<file path="config.mk">
export PLATFORM = sky130hd
export DESIGN_NAME = vx_mem_ahb_bridge
export DESIGN_NICKNAME = d
export VERILOG_FILES = /design/src/rtl/vx_mem_ahb_bridge_pkg.sv /design/src/rtl/vx_mem_ahb_bridge_next_beat_sel.sv /design/src/rtl/vx_mem_ahb_bridge.sv
export SDC_FILE = /design/constraint.sdc
export NUM_CORES = 2
export LEC_CHECK = 0
export CAP_MARGIN = 5
export CORE_AREA = 8 8 484 486
export DETAILED_ROUTE_END_ITERATION = 8
export DIE_AREA = 0 0 492 494
export PLACE_DENSITY = 0.43
export SYNTH_ARGS = -nofsm -noshare
export SYNTH_HDL_FRONTEND = slang
export SYNTH_SLANG_ARGS = --single-unit
</file>
<file path="constraint.sdc">
create_clock -name VX_clk -period 3.8 [get_ports VX_clk]
set_input_delay 0.76 -clock VX_clk [delete_from_list [all_inputs] [get_ports VX_clk]]
set_output_delay 0.76 -clock VX_clk [all_outputs]
set_load 0.05 [all_outputs]
</file>
<file path="src/rtl/vx_mem_ahb_bridge_pkg.sv">
// vx_mem_ahb_bridge_pkg: shared state type, beat geometry and strobe slicing for the line-to-beat bridge
package vx_mem_ahb_bridge_pkg;
  localparam int LINE_BITS  = 512;
  localparam int BEAT_BITS  = 32;
  localparam int LINE_BYTES = LINE_BITS / 8;
  localparam int STRB_W     = BEAT_BITS / 8;
  localparam int BEATS      = LINE_BITS / BEAT_BITS;
  localparam int LINE_OFF   = $clog2(LINE_BYTES);
  localparam int BEAT_IDX_W = $clog2(BEATS);
  typedef enum logic [1:0] {IDLE, XFER, RSP} state_t;
  function automatic logic [STRB_W-1:0] beat_strobe(input logic [LINE_BYTES-1:0] byteen,
                                                    input logic [BEAT_IDX_W-1:0] idx);
    return byteen[idx*STRB_W +: STRB_W];
  endfunction
endpackage

</file>
<file path="src/rtl/vx_mem_ahb_bridge_next_beat_sel.sv">
// vx_next_beat_sel: lowest beat index at/after idx whose strobe slice is nonzero; last=1 when none remains
module vx_next_beat_sel
  import vx_mem_ahb_bridge_pkg::*;
(
  input  logic [LINE_BYTES-1:0] byteen,
  input  logic [BEAT_IDX_W-1:0] idx,
  input  logic                  incl,
  output logic [BEAT_IDX_W-1:0] nxt,
  output logic                  last
);
  always_comb begin
    nxt  = idx;
    last = 1'b1;
    for (int i = BEATS - 1; i >= 0; i--)
      if ((BEAT_IDX_W'(i) > idx || (incl && BEAT_IDX_W'(i) == idx)) &&
          |beat_strobe(byteen, BEAT_IDX_W'(i))) begin
        nxt  = BEAT_IDX_W'(i);
        last = 1'b0;
      end
  end
endmodule

</file>
<file path="src/rtl/vx_mem_ahb_bridge.sv">
// vx_mem_ahb_bridge: single-outstanding sequencer serialising cache-line requests into bus beats
module vx_mem_ahb_bridge
  import vx_mem_ahb_bridge_pkg::*;
#(
  parameter int MEM_DATA_WIDTH = LINE_BITS,
  parameter int MEM_ADDR_WIDTH = 26,
  parameter int MEM_TAG_WIDTH  = 8,
  parameter int BUS_DATA_WIDTH = BEAT_BITS,
  parameter int BUS_ADDR_WIDTH = 32
) (
  input  logic                          VX_clk,
  input  logic                          VX_reset,
  input  logic                          mem_req_valid,
  input  logic                          mem_req_rw,
  input  logic [MEM_DATA_WIDTH/8-1:0]   mem_req_byteen,
  input  logic [MEM_ADDR_WIDTH-1:0]     mem_req_addr,
  input  logic [MEM_DATA_WIDTH-1:0]     mem_req_data,
  input  logic [MEM_TAG_WIDTH-1:0]      mem_req_tag,
  output logic                          mem_req_ready,
  output logic                          mem_rsp_valid,
  output logic [MEM_DATA_WIDTH-1:0]     mem_rsp_data,
  output logic [MEM_TAG_WIDTH-1:0]      mem_rsp_tag,
  input  logic                          mem_rsp_ready,
  output logic                          bus_wen,
  output logic                          bus_ren,
  output logic [BUS_ADDR_WIDTH-1:0]     bus_addr,
  output logic [BUS_DATA_WIDTH-1:0]     bus_wdata,
  output logic [BUS_DATA_WIDTH/8-1:0]   bus_strobe,
  input  logic [BUS_DATA_WIDTH-1:0]     bus_rdata,
  input  logic                          bus_request_stall,
  input  logic                          bus_error,
  output logic                          err_pulse,
  output logic                          busy
);
  state_t                      state;
  logic                        rw;
  logic [MEM_ADDR_WIDTH-1:0]   addr;
  logic [MEM_DATA_WIDTH-1:0]   line;
  logic [MEM_DATA_WIDTH/8-1:0] byteen;
  logic [MEM_TAG_WIDTH-1:0]    tag;
  logic [BEAT_IDX_W-1:0]       beat, first_idx, next_idx;
  logic                        first_none, wr_last, last, xfer, done;
  vx_next_beat_sel u_first (
    .byteen(mem_req_byteen), .idx(BEAT_IDX_W'(0)), .incl(1'b1), .nxt(first_idx), .last(first_none)
  );
  vx_next_beat_sel u_next (
    .byteen(byteen), .idx(beat), .incl(1'b0), .nxt(next_idx), .last(wr_last)
  );
  assign xfer          = state == XFER;
  assign done          = xfer & ~bus_request_stall;
  assign last          = rw ? wr_last : beat == BEAT_IDX_W'(BEATS - 1);
  assign mem_req_ready = state == IDLE;
  assign busy          = state != IDLE;
  assign mem_rsp_valid = state == RSP;
  assign mem_rsp_data  = line;
  assign mem_rsp_tag   = tag;
  assign bus_wen       = xfer & rw;
  assign bus_ren       = xfer & ~rw;
  assign bus_addr      = xfer ? BUS_ADDR_WIDTH'({addr, {LINE_OFF{1'b0}}}) +
                                BUS_ADDR_WIDTH'(beat) * BUS_ADDR_WIDTH'(BUS_DATA_WIDTH / 8) : '0;
  assign bus_wdata     = xfer ? line[beat*BUS_DATA_WIDTH +: BUS_DATA_WIDTH] : '0;
  assign bus_strobe    = xfer ? (rw ? beat_strobe(byteen, beat) : '1) : '0;
  assign err_pulse     = done & bus_error;
  // the line register holds write data on writes and is overwritten beat by beat on reads
  always_ff @(posedge VX_clk or negedge VX_reset) begin
    if (!VX_reset) begin
      state  <= IDLE;
      rw     <= 1'b0;
      addr   <= '0;
      line   <= '0;
      byteen <= '0;
      tag    <= '0;
      beat   <= '0;
    end else begin
      case (state)
        IDLE: if (mem_req_valid) begin
          rw     <= mem_req_rw;
          addr   <= mem_req_addr;
          line   <= mem_req_data;
          byteen <= mem_req_byteen;
          tag    <= mem_req_tag;
          beat   <= mem_req_rw ? first_idx : '0;
          if (!mem_req_rw || !first_none) state <= XFER;
        end
        XFER: if (done) begin
          if (!rw) line[beat*BUS_DATA_WIDTH +: BUS_DATA_WIDTH] <= bus_error ? '0 : bus_rdata;
          if (last) state <= rw ? IDLE : RSP;
          else beat <= rw ? next_idx : beat + 1'b1;
        end
        RSP: if (mem_rsp_ready) state <= IDLE;
        default: state <= IDLE;
      endcase
    end
  end
endmodule
</file>
# [After elaboration in Yosys (flattened, before gate mapping)]
# Cells that the tools add are included.
[classes] addsub=3 magnitude_cmp=16 eq_ne=11 shift=4 mux=88 n_bitwise=6 reduce_logical=58
[ops] cell="two-way mux 512 bit" n=3
[ops] cell="one-hot mux 512 bit (2 select lines)" n=1
[ops] cell="bitwise mux 512 bit" n=1
[ops] cell="variable shift 32 x 34 -> 512 bit (first input constant)" n=1
[ops] cell="indexed part select 32 x 34 -> 512 bit" n=1
[ops] cell="indexed part select 512 x 10 -> 32 bit" n=1
[ops] cell="two-way mux 4 bit" n=39
[ops] cell="OR reduction 4 bit" n=32
[ops] cell="two-way mux 32 bit" n=3
[ops] cell="indexed part select 64 x 7 -> 4 bit" n=1
[ops] cell="negator 9 -> 34 bit" n=1
[ops] cell="two-way mux 1 bit" n=33
[ops] cell="adder 32 x 6 -> 32 bit" n=1
[ops] cell="greater-than comparator 4 bit (first input constant)" n=8
[ops] cell="!= test 18 x 2 -> 1 bit (second input constant)" n=1
[ops] cell="greater-than comparator 3 x 4 -> 1 bit (first input constant)" n=4
[ops] cell="logical AND 1 bit" n=16
[ops] cell="two-way mux 2 bit" n=6
[ops] cell="AND reduction 5 bit" n=2
[ops] cell="greater-than comparator 1 x 4 -> 1 bit (first input constant)" n=2
[ops] cell="greater-than comparator 2 x 4 -> 1 bit (first input constant)" n=2
[ops] cell="!= test 2 bit (second input constant)" n=4
[ops] cell="one-hot mux 4 bit (2 select lines)" n=1
[ops] cell="!= test 2 x 1 -> 1 bit (second input constant)" n=3
[ops] cell="other kinds (13)" n=19
[word_totals] ff_bits=617 in_bits=649 out_inout_bits=594 elab_cells=193

# [Depth between registers and ports, before layout]
[logic_depth] word_depth=22 ltp_mapped=12 depth_no_buf=8

# [By module]
# From an unflattened synthesis, not the netlist that was laid out.
[unflattened] hier_cells=3299 area_unflattened_um2=35879.4
[by_module_without_submodules] module="vx_mem_ahb_bridge" instances=1 cells_per_inst=3087 area_per_inst_um2=34608.2 seq_area_each_um2=15439.8
[by_module_without_submodules] module="vx_next_beat_sel" instances=2 cells_per_inst=106 area_per_inst_um2=635.6 seq_area_each_um2=0.0

# [Worst setup path before layout]
# No wires, ideal clock.
[synth_timing] path_type="register to register" start="register beat[1]" end="register line[194], in the netlist mem_rsp_data[194]" setup_time_ns=0.125 arrival_time_ns=3.263 required_ns=3.675 slack_ns=0.412 stages_incl_launch_ff=13 path_buffers=4 period_less_slack_ns=3.388 path_cell_list="dfrtp_1 -> clkbuf_1 -> clkbuf_1 -> clkbuf_1 -> inv_1 -> ha_1 -> nand2b_1 -> a211oi_1 -> nand2_1 -> o21ai_0 -> nand2_1 -> buf_1 -> mux2_2"
[synth_between] elab_chain_len=6 elab_cells_between_ends=7 cone_classes="add/sub: 1; shift: 2; mux: 4"
[synth_lines] element="start, declared" line_no="vx_mem_ahb_bridge.sv:41" rtl="logic [BEAT_IDX_W-1:0] beat, first_idx, next_idx;"
[synth_lines] element="start signal, assigned" line_no="vx_mem_ahb_bridge.sv:82" rtl="beat <= mem_req_rw ? first_idx : '0;"
[synth_lines] element="start signal, assigned" line_no="vx_mem_ahb_bridge.sv:88" rtl="else beat <= rw ? next_idx : beat + 1'b1;"
[synth_lines] element="negator 9 -> 34 bit (*)" line_no="vx_mem_ahb_bridge.sv:86" rtl="if (!rw) line[beat*BUS_DATA_WIDTH +: BUS_DATA_WIDTH] <= bus_error ? '0 : bus_rdata;"
[synth_lines] element="indexed part select 32 x 34 -> 512 bit or variable shift 32 x 34 -> 512 bit (tied branches)" line_no="vx_mem_ahb_bridge.sv:86"
[synth_lines] element="bitwise mux 512 bit (*)" line_no="vx_mem_ahb_bridge.sv:86"
[synth_lines] element="two-way mux 512 bit (*)" line_no="vx_mem_ahb_bridge.sv:86"
[synth_lines] element="two-way mux 512 bit (*)" line_no="vx_mem_ahb_bridge.sv:85" rtl="XFER: if (done) begin"
[synth_lines] element="one-hot mux 512 bit (2 select lines) (*)" line_no="vx_mem_ahb_bridge.sv:75" rtl="case (state)"
[synth_lines] element="end signal, assigned" line_no="vx_mem_ahb_bridge.sv:79" rtl="line <= mem_req_data;"
[synth_lines] element="end signal, assigned by index" line_no="vx_mem_ahb_bridge.sv:86"
[synth_lines] element="end, declared" line_no="vx_mem_ahb_bridge.sv:38" rtl="logic [MEM_DATA_WIDTH-1:0] line;"
# Mark *: on every way between the ends. The rest lies on a longest branch, timed or not. The select of a mux whose other input is x is not followed.
# A chain may end at the register's enable or synchronous reset.

# [Worst setup path after layout]
[layout_timing] start="register beat[0]" end="output port bus_wdata[21]"
[layout_between] elab_chain_len=2
[layout_lines] element="indexed part select 512 x 10 -> 32 bit" line_no="vx_mem_ahb_bridge.sv:61" rtl="assign bus_wdata = xfer ? line[beat*BUS_DATA_WIDTH +: BUS_DATA_WIDTH] : '0;"
[layout_lines] element="two-way mux 32 bit" line_no="vx_mem_ahb_bridge.sv:61"
[layout_lines] element="end, declared" line_no="vx_mem_ahb_bridge.sv:27" rtl="output logic [BUS_DATA_WIDTH-1:0] bus_wdata,"
# Every way passes these cells.

==> impl_metrics.sql <==
INSERT INTO impl_metrics (metric_group, metric, value, unit) VALUES
('outcome', 'outcome', 'finished with violations', ''),
('outcome', 'violated_checks', 'setup timing', ''),
('place', 'gpl.final_weighted_congestion', '0.886', ''),
('grt', 'antenna_found_initial', '92', ''),
('pwr', 'power_density', '1020', 'mW/mm^2'),
('synth', 'synth.top_cell.area_share', '0.458', ''),
('synth', 'synth_cell_types', '57', ''),
('cts', 'holdBufCountCts', '0', ''),
('grt', 'grt.met2_usage', '0.374', ''),
('detailed_routing', 'detail_route.vias_per_cell', '4.68', ''),
('grt', 'grt_use_met3', '0.0852', ''),
('grt', 'grt_pass1_wl', '377000', 'um'),
('worst_setup_path', 'setup.worst_path.start_class', 'flop', ''),
('cells_and_area', 'most-common-layout-cells', 'clkdlybuf4s50_1 (1194), dfrtp_1 (614), nand2_1 (401), o21ai_0 (368), mux2_2 (291)', ''),
('die', 'io_pins', '1243', ''),
('grt', 'grt.busiest_layer', 'met2', ''),
('sta', 'final.setup_skew', '0.0261', 'ns'),
('worst_setup_path', 'endpoint', 'bus_wdata[21]', ''),
('cells_and_area', 'layout.filler_cells', '24287', ''),
('die', 'fp.dieArea', '0.243', 'mm^2'),
('die', 'fp.dieH', '494', 'um'),
('sta', 'finalHoldViolations', '0', ''),
('sta', 'timing.fmax', '0.260', 'GHz'),
('synth', 'synth.largest_area_cell', 'dfrtp_1', ''),
('worst_setup_path', 'path_class', 'flop to output port', ''),
('sta', 'slew_viol_final', '0', ''),
('cells_and_area', 'syn_to_final_growth', '63.2', '%'),
('die', 'start_util', '0.149', ''),
('cells_and_area', 'drive_above_1_share', '0.217', ''),
('cts', 'root_buffer', 'clkbuf_16', ''),
('synth', 'yosysWarnings', '0', ''),
('cells_and_area', 'finalInstanceArea', '0.0550', 'mm^2'),
('detailed_routing', 'route.vias.total', '34877', ''),
('synth', 'synth_top_cells_by_area', 'dfrtp_1 (46%), mux4_2 (12%), mux2_2 (9.7%)', ''),
('worst_setup_path', 'worst_setup_path_startpoint', 'beat[0]', ''),
('synth', 'synth_compound_area_frac', '0.176', ''),
('sta', 'min_period_over_period', '1.01', ''),
('cts', 'cts.reportedPaths.clkPinSlew', '0.06', 'ns'),
('place', 'detailed_place_hpwl', '228000', 'um'),
('detailed_routing', 'ant_nets', '0', ''),
('sta', 'layout_setup_ws', '-0.0533', 'ns'),
('synth', 'avgSynthCellArea', '10.8', 'um^2'),
('grt', 'grt_start_max_net_pins', '158', ''),
('die', 'die_width', '492', 'um'),
('cells_and_area', 'finalNetCount', '4995', ''),
('place', 'numPlacedInstances', '7219', ''),
('grt', 'grt_use_met1', '0.274', ''),
('synth', 'post_synth_and_or_nand_nor_area_fraction', '0.108', ''),
('cts', 'insertion_delay', '0.71', 'ns'),
('cts', 'tritoncts', 'yes', ''),
('worst_setup_path', 'gate_family_responsible_for_the_most_delay_along_the_worst_path', 'multiplexers', ''),
('cts', 'count_of_h_tree_levels_built_during_cts', '3', ''),
('sta', 'timing.max_slew.rel_slack', '0.317', ''),
('place', 'post_dp_cell_area', '0.0509', 'mm^2'),
('sta', 'timing.final.setup_violations', '15', ''),
('cells_and_area', 'finish.cell_count_without_fillers', '7448', ''),
('synth', 'ys_seq_elements', '617', ''),
('cells_and_area', 'final_common_cell', 'clkdlybuf4s50_1', ''),
('worst_setup_path', 'worst_setup_path_end_kind', 'output port', ''),
('synth', 'synth_xor_area_frac', '0.000780', ''),
('detailed_routing', 'drt-wirelength-per-cell', '39.2', 'um'),
('cts', 'clock_buffer_depth', '3', ''),
('synth', 'synth_top_family_by_area', 'multiplexers', ''),
('worst_setup_path', 'worst_r2r_endpoint', 'mem_rsp_data[2]', ''),
('grt', 'grtUsageTotal', '0.230', ''),
('worst_setup_path', 'r2r_slack', '0.40', 'ns'),
('synth', 'synthFlopType', 'dfrtp_1', ''),
('synth', 'synth_enable_flop_cells', '0', ''),
('cts', 'cts_sinks', '617', ''),
('worst_setup_path', 'rr_startpoint', 'beat[0]', ''),
('sta', 'tightest_slew', '1.02', 'ns');
==> layout make-up <==
type / instances / area [um^2] / area share
Clock buffer: 127 / 2540 / 0.0462
Inverter: 13 / 52.6 / 0.000956
Tap cell: 3009 / 3760 / 0.0685
Sequential cell: 617 / 15500 / 0.281
Multi-Input combinational cell: 2184 / 17300 / 0.315
Timing Repair Buffer: 1438 / 15400 / 0.280
Clock inverter: 26 / 379 / 0.00690
Antenna cell: 34 / 85.1 / 0.00155
==> logic make-up (layout without fill, tap and decap cells) <==
kind of cell	Yosys count	after routing
compound gates	912	912
xor+xnor	3	3
fa+ha+maj	4	4
buf+inv	324	1604
flops	617	617
mux	471	471
other cells	1	36
simple gates	792	792
==> how the worst min path moves through the flow <==
stage,slack (ns),endpoint
3_5_place_dp,0.49,addr[11]
3_3_place_gp,0.48,addr[14]
2_1_floorplan,0.46,addr[0]
4_1_cts,0.06,mem_rsp_data[118]
6_report,0.09,mem_rsp_data[118]
5_1_grt,0.09,mem_rsp_data[54]
==> per-layer routing <==
| layer | routed length (um) | share of wire |
|---|---|---|
| met1 | 114000 | 0.39 |
| met2 | 134000 | 0.46 |
| met3 | 29700 | 0.10 |
| met4 | 14000 | 0.048 |
| met5 | 131 | 0.00045 |
==> stage by stage <==
step	util	setup WS, ns
detailed placement	0.225	0.281
floorplan	-	0.412
CTS	0.242	-0.184
global placement	0.225	0.320
global route	0.243	-0.154
finish	0.243	-0.0533
==> cell usage after synthesis (5+ instances only) <==
master and number:
nand3_1 13, nand2b_1 6, o21ai_1 7, a21oi_2 28
mux4_2 179, buf_1 40, or4_1 19, buf_2 18
and2_1 63, a22oi_1 159, nor2b_1 35, a21oi_1 117
a21o_1 5, mux2_2 291, o211ai_1 5, dfrtp_1 617
inv_1 12, buf_6 7, nand2_1 413, clkbuf_1 243
and3_1 71, nor2_1 130, a22o_1 65, nor3_1 9
nor4_1 19, o21ai_0 369, a2bb2oi_1 128, a211oi_1 6
==> report_power, final <==
group          internal, mW  total [mW]  switching, mW
sequential             9.02        12.4           3.40
combinational          12.3        34.8           22.5
clock                  5.05        8.70           3.65
==> sequential cells by signal, summed over array words and instances, names as in the netlist <==
signal	flops
mem_rsp_data	512
byteen	64
addr	26
mem_rsp_tag	8
beat	4
state	2
rw	1
==> timing repair <==
action	4_1_cts	5_1_grt
setup buffers	22	9
gates resized for setup	96	20
pin swaps	2	0
endpoints found under the setup margin	38	34
gates cloned	15	1
Power figures use the tool's default switching activity.
